**src/rtl/multicycle_ctrl.sv**
```systemverilog
// Main control FSM for the multicycle RV32I core: fetch/decode/execute/memory/writeback sequencing.
// Optional build macro MULTICYCLE_CTRL_ILLEGAL_TRAP_EN traps unrecognised opcodes in a sticky ILLEGAL state.
module multicycle_ctrl #(
   parameter int OP_WIDTH = 7,
   parameter int F3_WIDTH = 3
) (
   input  logic                clk_i,
   input  logic                rst_ni,
   input  logic [OP_WIDTH-1:0] op_i,
   input  logic [F3_WIDTH-1:0] funct3_i,
   input  logic                zero_i,
   input  logic                mem_ready_i,
   output logic                pc_write_o,
   output logic                adr_src_o,
   output logic                ir_write_o,
   output logic                mem_write_o,
   output logic                reg_write_o,
   output logic [1:0]          result_src_o,
   output logic [1:0]          alu_src_a_o,
   output logic [1:0]          alu_src_b_o,
   output logic [1:0]          alu_op_o,
   output logic [2:0]          imm_src_o,
   output logic                illegal_o
);

   localparam logic [OP_WIDTH-1:0] OP_LOAD   = 7'b0000011;
   localparam logic [OP_WIDTH-1:0] OP_STORE  = 7'b0100011;
   localparam logic [OP_WIDTH-1:0] OP_RTYPE  = 7'b0110011;
   localparam logic [OP_WIDTH-1:0] OP_ITYPE  = 7'b0010011;
   localparam logic [OP_WIDTH-1:0] OP_BRANCH = 7'b1100011;
   localparam logic [OP_WIDTH-1:0] OP_JAL    = 7'b1101111;
   localparam logic [OP_WIDTH-1:0] OP_LUI    = 7'b0110111;

   localparam logic [F3_WIDTH-1:0] F3_BEQ = 3'b000;
   localparam logic [F3_WIDTH-1:0] F3_BNE = 3'b001;

   typedef enum logic [3:0] {
      S_FETCH,
      S_DECODE,
      S_MEMADR,
      S_MEMREAD,
      S_MEMWB,
      S_MEMWRITE,
      S_EXECR,
      S_EXECI,
      S_ALUWB,
      S_BRANCH,
      S_JAL,
      S_LUI,
      S_ILLEGAL
   } state_t;

   state_t state_reg, state_next;
   logic   taken;

   always_ff @(posedge clk_i or negedge rst_ni) begin
      if (!rst_ni) begin
         state_reg <= S_FETCH;
      end else begin
         state_reg <= state_next;
      end
   end

   // Only beq/bne are decoded; other funct3 values fall through as not taken.
   always_comb begin
      taken = 1'b0;
      if (funct3_i == F3_BEQ) begin
         taken = zero_i;
      end else if (funct3_i == F3_BNE) begin
         taken = !zero_i;
      end
   end

   always_comb begin
      state_next   = state_reg;
      pc_write_o   = 1'b0;
      adr_src_o    = 1'b0;
      ir_write_o   = 1'b0;
      mem_write_o  = 1'b0;
      reg_write_o  = 1'b0;
      result_src_o = 2'b00;
      alu_src_a_o  = 2'b00;
      alu_src_b_o  = 2'b00;
      alu_op_o     = 2'b00;
      imm_src_o    = 3'b000;
      illegal_o    = 1'b0;

      case (state_reg)
         S_FETCH: begin
            alu_src_b_o  = 2'b10;
            result_src_o = 2'b10;
            pc_write_o   = mem_ready_i;
            ir_write_o   = mem_ready_i;
            if (mem_ready_i) begin
               state_next = S_DECODE;
            end
         end
         S_DECODE: begin
            // Old PC + immediate lands in ALUOut, ready for a taken branch.
            alu_src_a_o = 2'b01;
            alu_src_b_o = 2'b01;
            imm_src_o   = (op_i == OP_JAL) ? 3'b100 : 3'b001;
            case (op_i)
               OP_LOAD, OP_STORE: state_next = S_MEMADR;
               OP_RTYPE:          state_next = S_EXECR;
               OP_ITYPE:          state_next = S_EXECI;
               OP_BRANCH:         state_next = S_BRANCH;
               OP_JAL:            state_next = S_JAL;
               OP_LUI:            state_next = S_LUI;
`ifdef MULTICYCLE_CTRL_ILLEGAL_TRAP_EN
               default:           state_next = S_ILLEGAL;
`else
               default:           state_next = S_FETCH;
`endif
            endcase
         end
         S_MEMADR: begin
            alu_src_a_o = 2'b10;
            alu_src_b_o = 2'b01;
            if (op_i == OP_STORE) begin
               imm_src_o  = 3'b010;
               state_next = S_MEMWRITE;
            end else begin
               state_next = S_MEMREAD;
            end
         end
         S_MEMREAD: begin
            adr_src_o = 1'b1;
            if (mem_ready_i) begin
               state_next = S_MEMWB;
            end
         end
         S_MEMWB: begin
            result_src_o = 2'b01;
            reg_write_o  = 1'b1;
            state_next   = S_FETCH;
         end
         S_MEMWRITE: begin
            adr_src_o   = 1'b1;
            mem_write_o = 1'b1;
            if (mem_ready_i) begin
               state_next = S_FETCH;
            end
         end
         S_EXECR: begin
            alu_src_a_o = 2'b10;
            alu_op_o    = 2'b10;
            state_next  = S_ALUWB;
         end
         S_EXECI: begin
            alu_src_a_o = 2'b10;
            alu_src_b_o = 2'b01;
            alu_op_o    = 2'b10;
            state_next  = S_ALUWB;
         end
         S_LUI: begin
            alu_src_a_o = 2'b11;
            alu_src_b_o = 2'b01;
            imm_src_o   = 3'b011;
            state_next  = S_ALUWB;
         end
         S_ALUWB: begin
            reg_write_o = 1'b1;
            state_next  = S_FETCH;
         end
         S_BRANCH: begin
            alu_src_a_o = 2'b10;
            alu_op_o    = 2'b01;
            pc_write_o  = taken;
            state_next  = S_FETCH;
         end
         S_JAL: begin
            // PC takes the target from ALUOut while the ALU forms old PC + 4 for rd.
            alu_src_a_o = 2'b01;
            alu_src_b_o = 2'b10;
            pc_write_o  = 1'b1;
            imm_src_o   = 3'b100;
            state_next  = S_ALUWB;
         end
`ifdef MULTICYCLE_CTRL_ILLEGAL_TRAP_EN
         S_ILLEGAL: begin
            illegal_o  = 1'b1;
            state_next = S_ILLEGAL;
         end
`endif
         default: begin
            state_next = S_FETCH;
         end
      endcase
   end

endmodule
```
**config.mk**
```make
export PLATFORM = sky130hd
export DESIGN_NAME = multicycle_ctrl
export DESIGN_NICKNAME = d
export VERILOG_FILES = /design/src/rtl/multicycle_ctrl.sv
export SDC_FILE = /design/constraint.sdc
export NUM_CORES = 1
export LEC_CHECK = 0
export CORE_UTILIZATION = 40
export DETAILED_ROUTE_END_ITERATION = 10
export GPL_ROUTABILITY_DRIVEN = 0
export PLACE_DENSITY = 0.79
export SLEW_MARGIN = 5
export SYNTH_ARGS = -nofsm -noshare
export SYNTH_HDL_FRONTEND = slang
export SYNTH_SLANG_ARGS = --single-unit
```
**constraint.sdc**
```tcl
create_clock -name clk_i -period 1.6 [get_ports clk_i]
set_input_delay 0.24 -clock clk_i [delete_from_list [all_inputs] [get_ports clk_i]]
set_output_delay 0.24 -clock clk_i [all_outputs]
set_load 0.005 [all_outputs]
```
==> metrics.md, run 1 <==
| Metric | Value |
|---|---|
| Status | did not finish |
| Stopped at | global routing (5_1_grt) |
| First Err | [ERROR DPL-0038] Utilization greater than 100%, impossible to legalize |
| Total number of yosys warnings | 0 |
| EDFF count, synth | 0 |
| Most common flop cell mapped by yosys | dfrtp_1 |
| Synth Instances | 96 |
| Synthesized area per cell | 6.73 um^2 |
| Total CTS buffers | 3 |
| Initial Util | 0.429 |
| Die Span Y | 42.2 um |
| Die width | 42.2 um |
| Port Buffers | 29 |
| Post-GRT worst EP | pc_write_o |
| Post-Syn Nets | 110 |
| Largest cells by area after synthesis | dfrtp_1, nand2_1, nor2_1 |
| # H-tree levels | 1 |
| Yosys cell types | 42 |
| Pre-CTS setup slack | -0.538 ns |
| Sequential share of the synthesized area | 0.155 |
| Root Buffer | clkbuf_4 |
| Yosys reg bits | 4 |
| Placed inst area | around 0.0011 mm^2 |
| Std-Cell Rows | 14 |
| Hold-fix buffers, CTS | 0 |
| Top Ports | 31 |
| Most frequent cell after synthesis | nand2_1 |
| Worst EP kind | primary output |
| Leading area contributor after synthesis | dfrtp_1 |
| Yosys top cell area share | 0.155 |
| Post-DP HPWL | between 1500 and 2000 um |
| Ys async rst share | 1.00 |
| Syn Std Cell Area | approximately 650 um^2 |
| Clk buf depth | 2 |
| Largest net degree at the start of global routing | 10 |
| CTS sink cnt | 4 |
| Commonest cells post-synth | nand2_1, nor2_1, nor3_1 |
-- cells by family after synthesis --
kind of cell | count (synthesis) | synth area share
flops | 4 | 0.155
xor+xnor | 3 | 0.0407
buf+inv | 12 | 0.0911
simple gates | 52 | 0.438
other cells | 1 | 0.00581
compound gates | 23 | 0.252
mux | 1 | 0.0174
-- per-stage QoR --
step	utilization	hold slack [ns]	cells
3_3_place_gp	0.735	0.449	158
4_1_cts	0.856	0.209	175
3_5_place_dp	0.735	0.452	158
2_1_floorplan	-	-0.0556	96
-- what timing repair did --
item / CTS
gates resized for setup: 86
setup buffers: 13
pin swaps: 8
cloned: 1
endpoints found under the setup margin: 17
==> run 2: changes to the inputs <==
- CORE_AREA: not set -> 2 2 63 65
- CORE_UTILIZATION: 40 -> not set
- DIE_AREA: not set -> 0 0 65 67
- PLACE_DENSITY: 0.79 -> not set
- PLACE_DENSITY_LB_ADDON: not set -> 0.15
==> run 2 against run 1 <==
Against the previous run: the flow now finishes, with violations (setup timing); synthesized cell count unchanged; area after synthesis unchanged.
==> metrics.md, run 2 <==
| Metric | Value |
|---|---|
| Commonest cells post-synth | nand2_1, nor2_1, nor3_1 |
| Most common cell after layout, fill and taps aside | buf_4 |
| Failing checks | setup timing |
| Most frequent cells in the layout | buf_4, buf_6, buf_2, nand2_1, clkdlybuf4s50_1 |
| FF-to-FF End | state_reg[0] |
| # DRC | 0 |
| Total number of yosys warnings | 0 (unchanged) |
| Worst Setup Path Type | reg2out |
| Hold Path Class | in2async |
| Status | complete, but fails checks |
| Largest cells by area after synthesis | dfrtp_1, nand2_1, nor2_1 |
| Sequential power share | 0.088 |
| Placed insts | 192 (+22%) |
| Final Hold Viols | 0 |
| Max reg flops | 4 |
| Slew Viols, Final | 0 |
| Most common flop cell mapped by yosys | dfrtp_1 |
| CTS tree | done |
| Switching pwr | between 600 and 700 uW |
| Remaining global-route overflow | 0 |
| DRT Wirelength | between 2000 and 3000 um |
| Ys async rst share | 1.00 (unchanged) |
| Synth Instances | 96 (unchanged) |
| Clk pin slew, worst setup/hold paths | ~0.04 ns |
| Yosys top cell area share | 0.155 (unchanged) |
| Clock skew | 0.00849 ns |
| EDFF count, synth | 0 (unchanged) |
| Finished Layout Cells | between 200 and 250 |
| DR pass1 iterations | 4 |
| PwrDens | 1120 mW/mm^2 |
| Yosys cell types | 42 (unchanged) |
| Initial Util | 0.179 (-0.250) |
| Total CTS buffers | 3 (unchanged) |
| Largest net degree at the start of global routing | 12 |
| Critical path arrival | approximately 1.6 ns |
| Vias in the first global route | 980 |
| Final instance area | 0.00155 mm^2 |
| Port Buffers | 29 (unchanged) |
| Global-route wire length before repair | about 4600 um |
| Diode count | 0 |
| Most frequent cell after synthesis | nand2_1 |
| Final setup TNS | -1.29 ns |
| Initial antenna violation count | 0 |
| Yosys reg bits | 4 (unchanged) |
| Met2 wire len | ~1500 um |
| Via/cell ratio | between 4 and 5 |
| Synthesized area per cell | 6.73 um^2 (unchanged) |
| PnR worst setup slack | -0.215 ns |
| WL met3 | ~110 um |
| Final setup viols | 12 |
| Clock power frac | 0.127 |
| Hold-fix buffers, CTS | 0 (unchanged) |
| Ratio of cells with drive above 1 in the final layout | 0.601 |
| R2R Setup Slk | -0.08 ns |
| Leading area contributor after synthesis | dfrtp_1 |
| CP Launch Point | state_reg[1] |
| WL met1 | roughly 1200 um |
| Core Area | about 0.0036 mm^2 |
| Final min period | 1.82 ns |
| Comb pwr share | 0.785 |
| Largest fanout on the critical path | 3 |
| Die area | ~0.0044 mm^2 |
| Root Buffer | clkbuf_8 |
| Crit end category | primary output |
| Highest routed metal layer | met4 |
| Std-Cell Rows | 22 (+8) |
| Post-Syn Nets | 110 (unchanged) |
| Max IR drop VDD | between 0.2 and 0.3 mV |
| Net Sw Frac | 0.364 |
| Total track usage | 0.139 |
| Fin crit share | 1.13 |
| Max-cap violations | 0 |
| CTS sink cnt | 4 (unchanged) |
| Reg2Reg Depth | 7 |
| Top Ports | 31 (unchanged) |
| # H-tree levels | 1 (unchanged) |
| Nets@finish | ~180 |
| Syn Std Cell Area | 646 um^2 (unchanged) |
| Fmax | between 500 and 600 MHz |
| Int Pwr | 1.10 mW |
| Critical path endpoint | pc_write_o |
| Sequential share of the synthesized area | 0.155 (unchanged) |
| Worst Setup Start Kind | register |
| Post-DP HPWL | 1820 um (+15%) |
| RSZ-0062 raised after global routing | true |
| Placed inst area | 0.00116 mm^2 (+5.0%) |
| Die width | 65 um (+54%) |
| Req. time, crit path | about 1.4 ns |
| Die Span Y | 67 um (+59%) |
| Worst-Skew Late Latency | about 0.22 ns |
| Reg2reg start | state_reg[1] |
| DR WL/cell | between 10 and 15 um |
| Static Leakage | 0.744 nW |
| Routed vias | approximately 970 |
| Final Power | 1.72 mW |
| Area delta synth->final | 140% |
| Clk buf depth | 2 (unchanged) |
| DR iter-0 viols | 38 |
| Final ANT Viol Nets | 0 |
-- run 2: power groups by stage --
stage	logic [mW]	clock network, mW	registers [mW]
floorplan	0.456	0	0.129
CTS	1.20	0.226	0.148
detailed placement	0.944	0	0.151
finish	1.35	0.219	0.152
global route	1.47	0.231	0.153
global placement	0.947	0	0.150
-- run 2: cell type report --
type | count | area [um^2]
clock buffer | 3 | 41.3
fill | 381 | 2060
inverter | 2 | 7.51
multi-input combinational | 80 | 649
sequential | 4 | 101
tap | 48 | 60.1
timing repair buffer | 79 | 687
-- run 2: per-layer routing --
metal | up-vias | GRT usage
met2 | 22 | 0.254
met1 | 458 | 0.165
li1 | 484 | -
met3 | 2 | 0.0287
met4 | 0 | 0.0319
met5 | - | 0
-- run 2: what timing repair did --
action,in CTS,in global routing
gates cloned,1,0
gates resized for setup,98,25
setup buffers,16,6
setup endpoints to repair,18,18
pin swaps,14,20
-- run 2: stage by stage --
| stage | setup WS, ns | utilization | hold slack (ns) |
|---|---|---|---|
| 6_report | -0.215 | 0.429 | 0.220 |
| 5_1_grt | -0.281 | 0.429 | 0.233 |
| 4_1_cts | -0.255 | 0.396 | 0.214 |
| 3_5_place_dp | -0.638 | 0.322 | 0.451 |
| 3_3_place_gp | -0.605 | 0.322 | 0.451 |
| 2_1_floorplan | 0.0870 | - | -0.0556 |
-- run 2: cells by family after synthesis --
kind of cell | count (synthesis) | share of synthesized area
other | 1 | 0.00581
XOR/XNOR | 3 | 0.0407
AND/OR/NAND/NOR | 52 | 0.438
flip-flops | 4 | 0.155
AO/OA/AOI/OAI | 23 | 0.252
multiplexers | 1 | 0.0174
buffers and inverters | 12 | 0.0911
-- run 2: how the worst min path moves through the flow --
stage	startpoint	end	slack [ns]	depth (start not counted)
floorplan	rst_ni	state_reg[0]	-0.06	0
global placement	rst_ni	state_reg[1]	0.45	1
detailed placement	rst_ni	state_reg[1]	0.45	1
CTS	rst_ni	state_reg[1]	0.21	1
global route	rst_ni	state_reg[2]	0.23	1
finish	rst_ni	state_reg[2]	0.22	1
-- run 2: worst max-delay path: stages (launching register included) --
cell and delay, ns:
dfrtp_2 0.43, nor2b_4 0.14, nand2_2 0.08, or4_4 0.48, a21oi_2 0.12, buf_2 0.12
Note: power is estimated with default switching activity, not from simulation.
==> run 3: changes to the inputs <==
- ABC_CLOCK_PERIOD_IN_PS: not set -> 1600
==> results of run 3 <==
Final layout, timing and power as in run 2 (identical DEF).
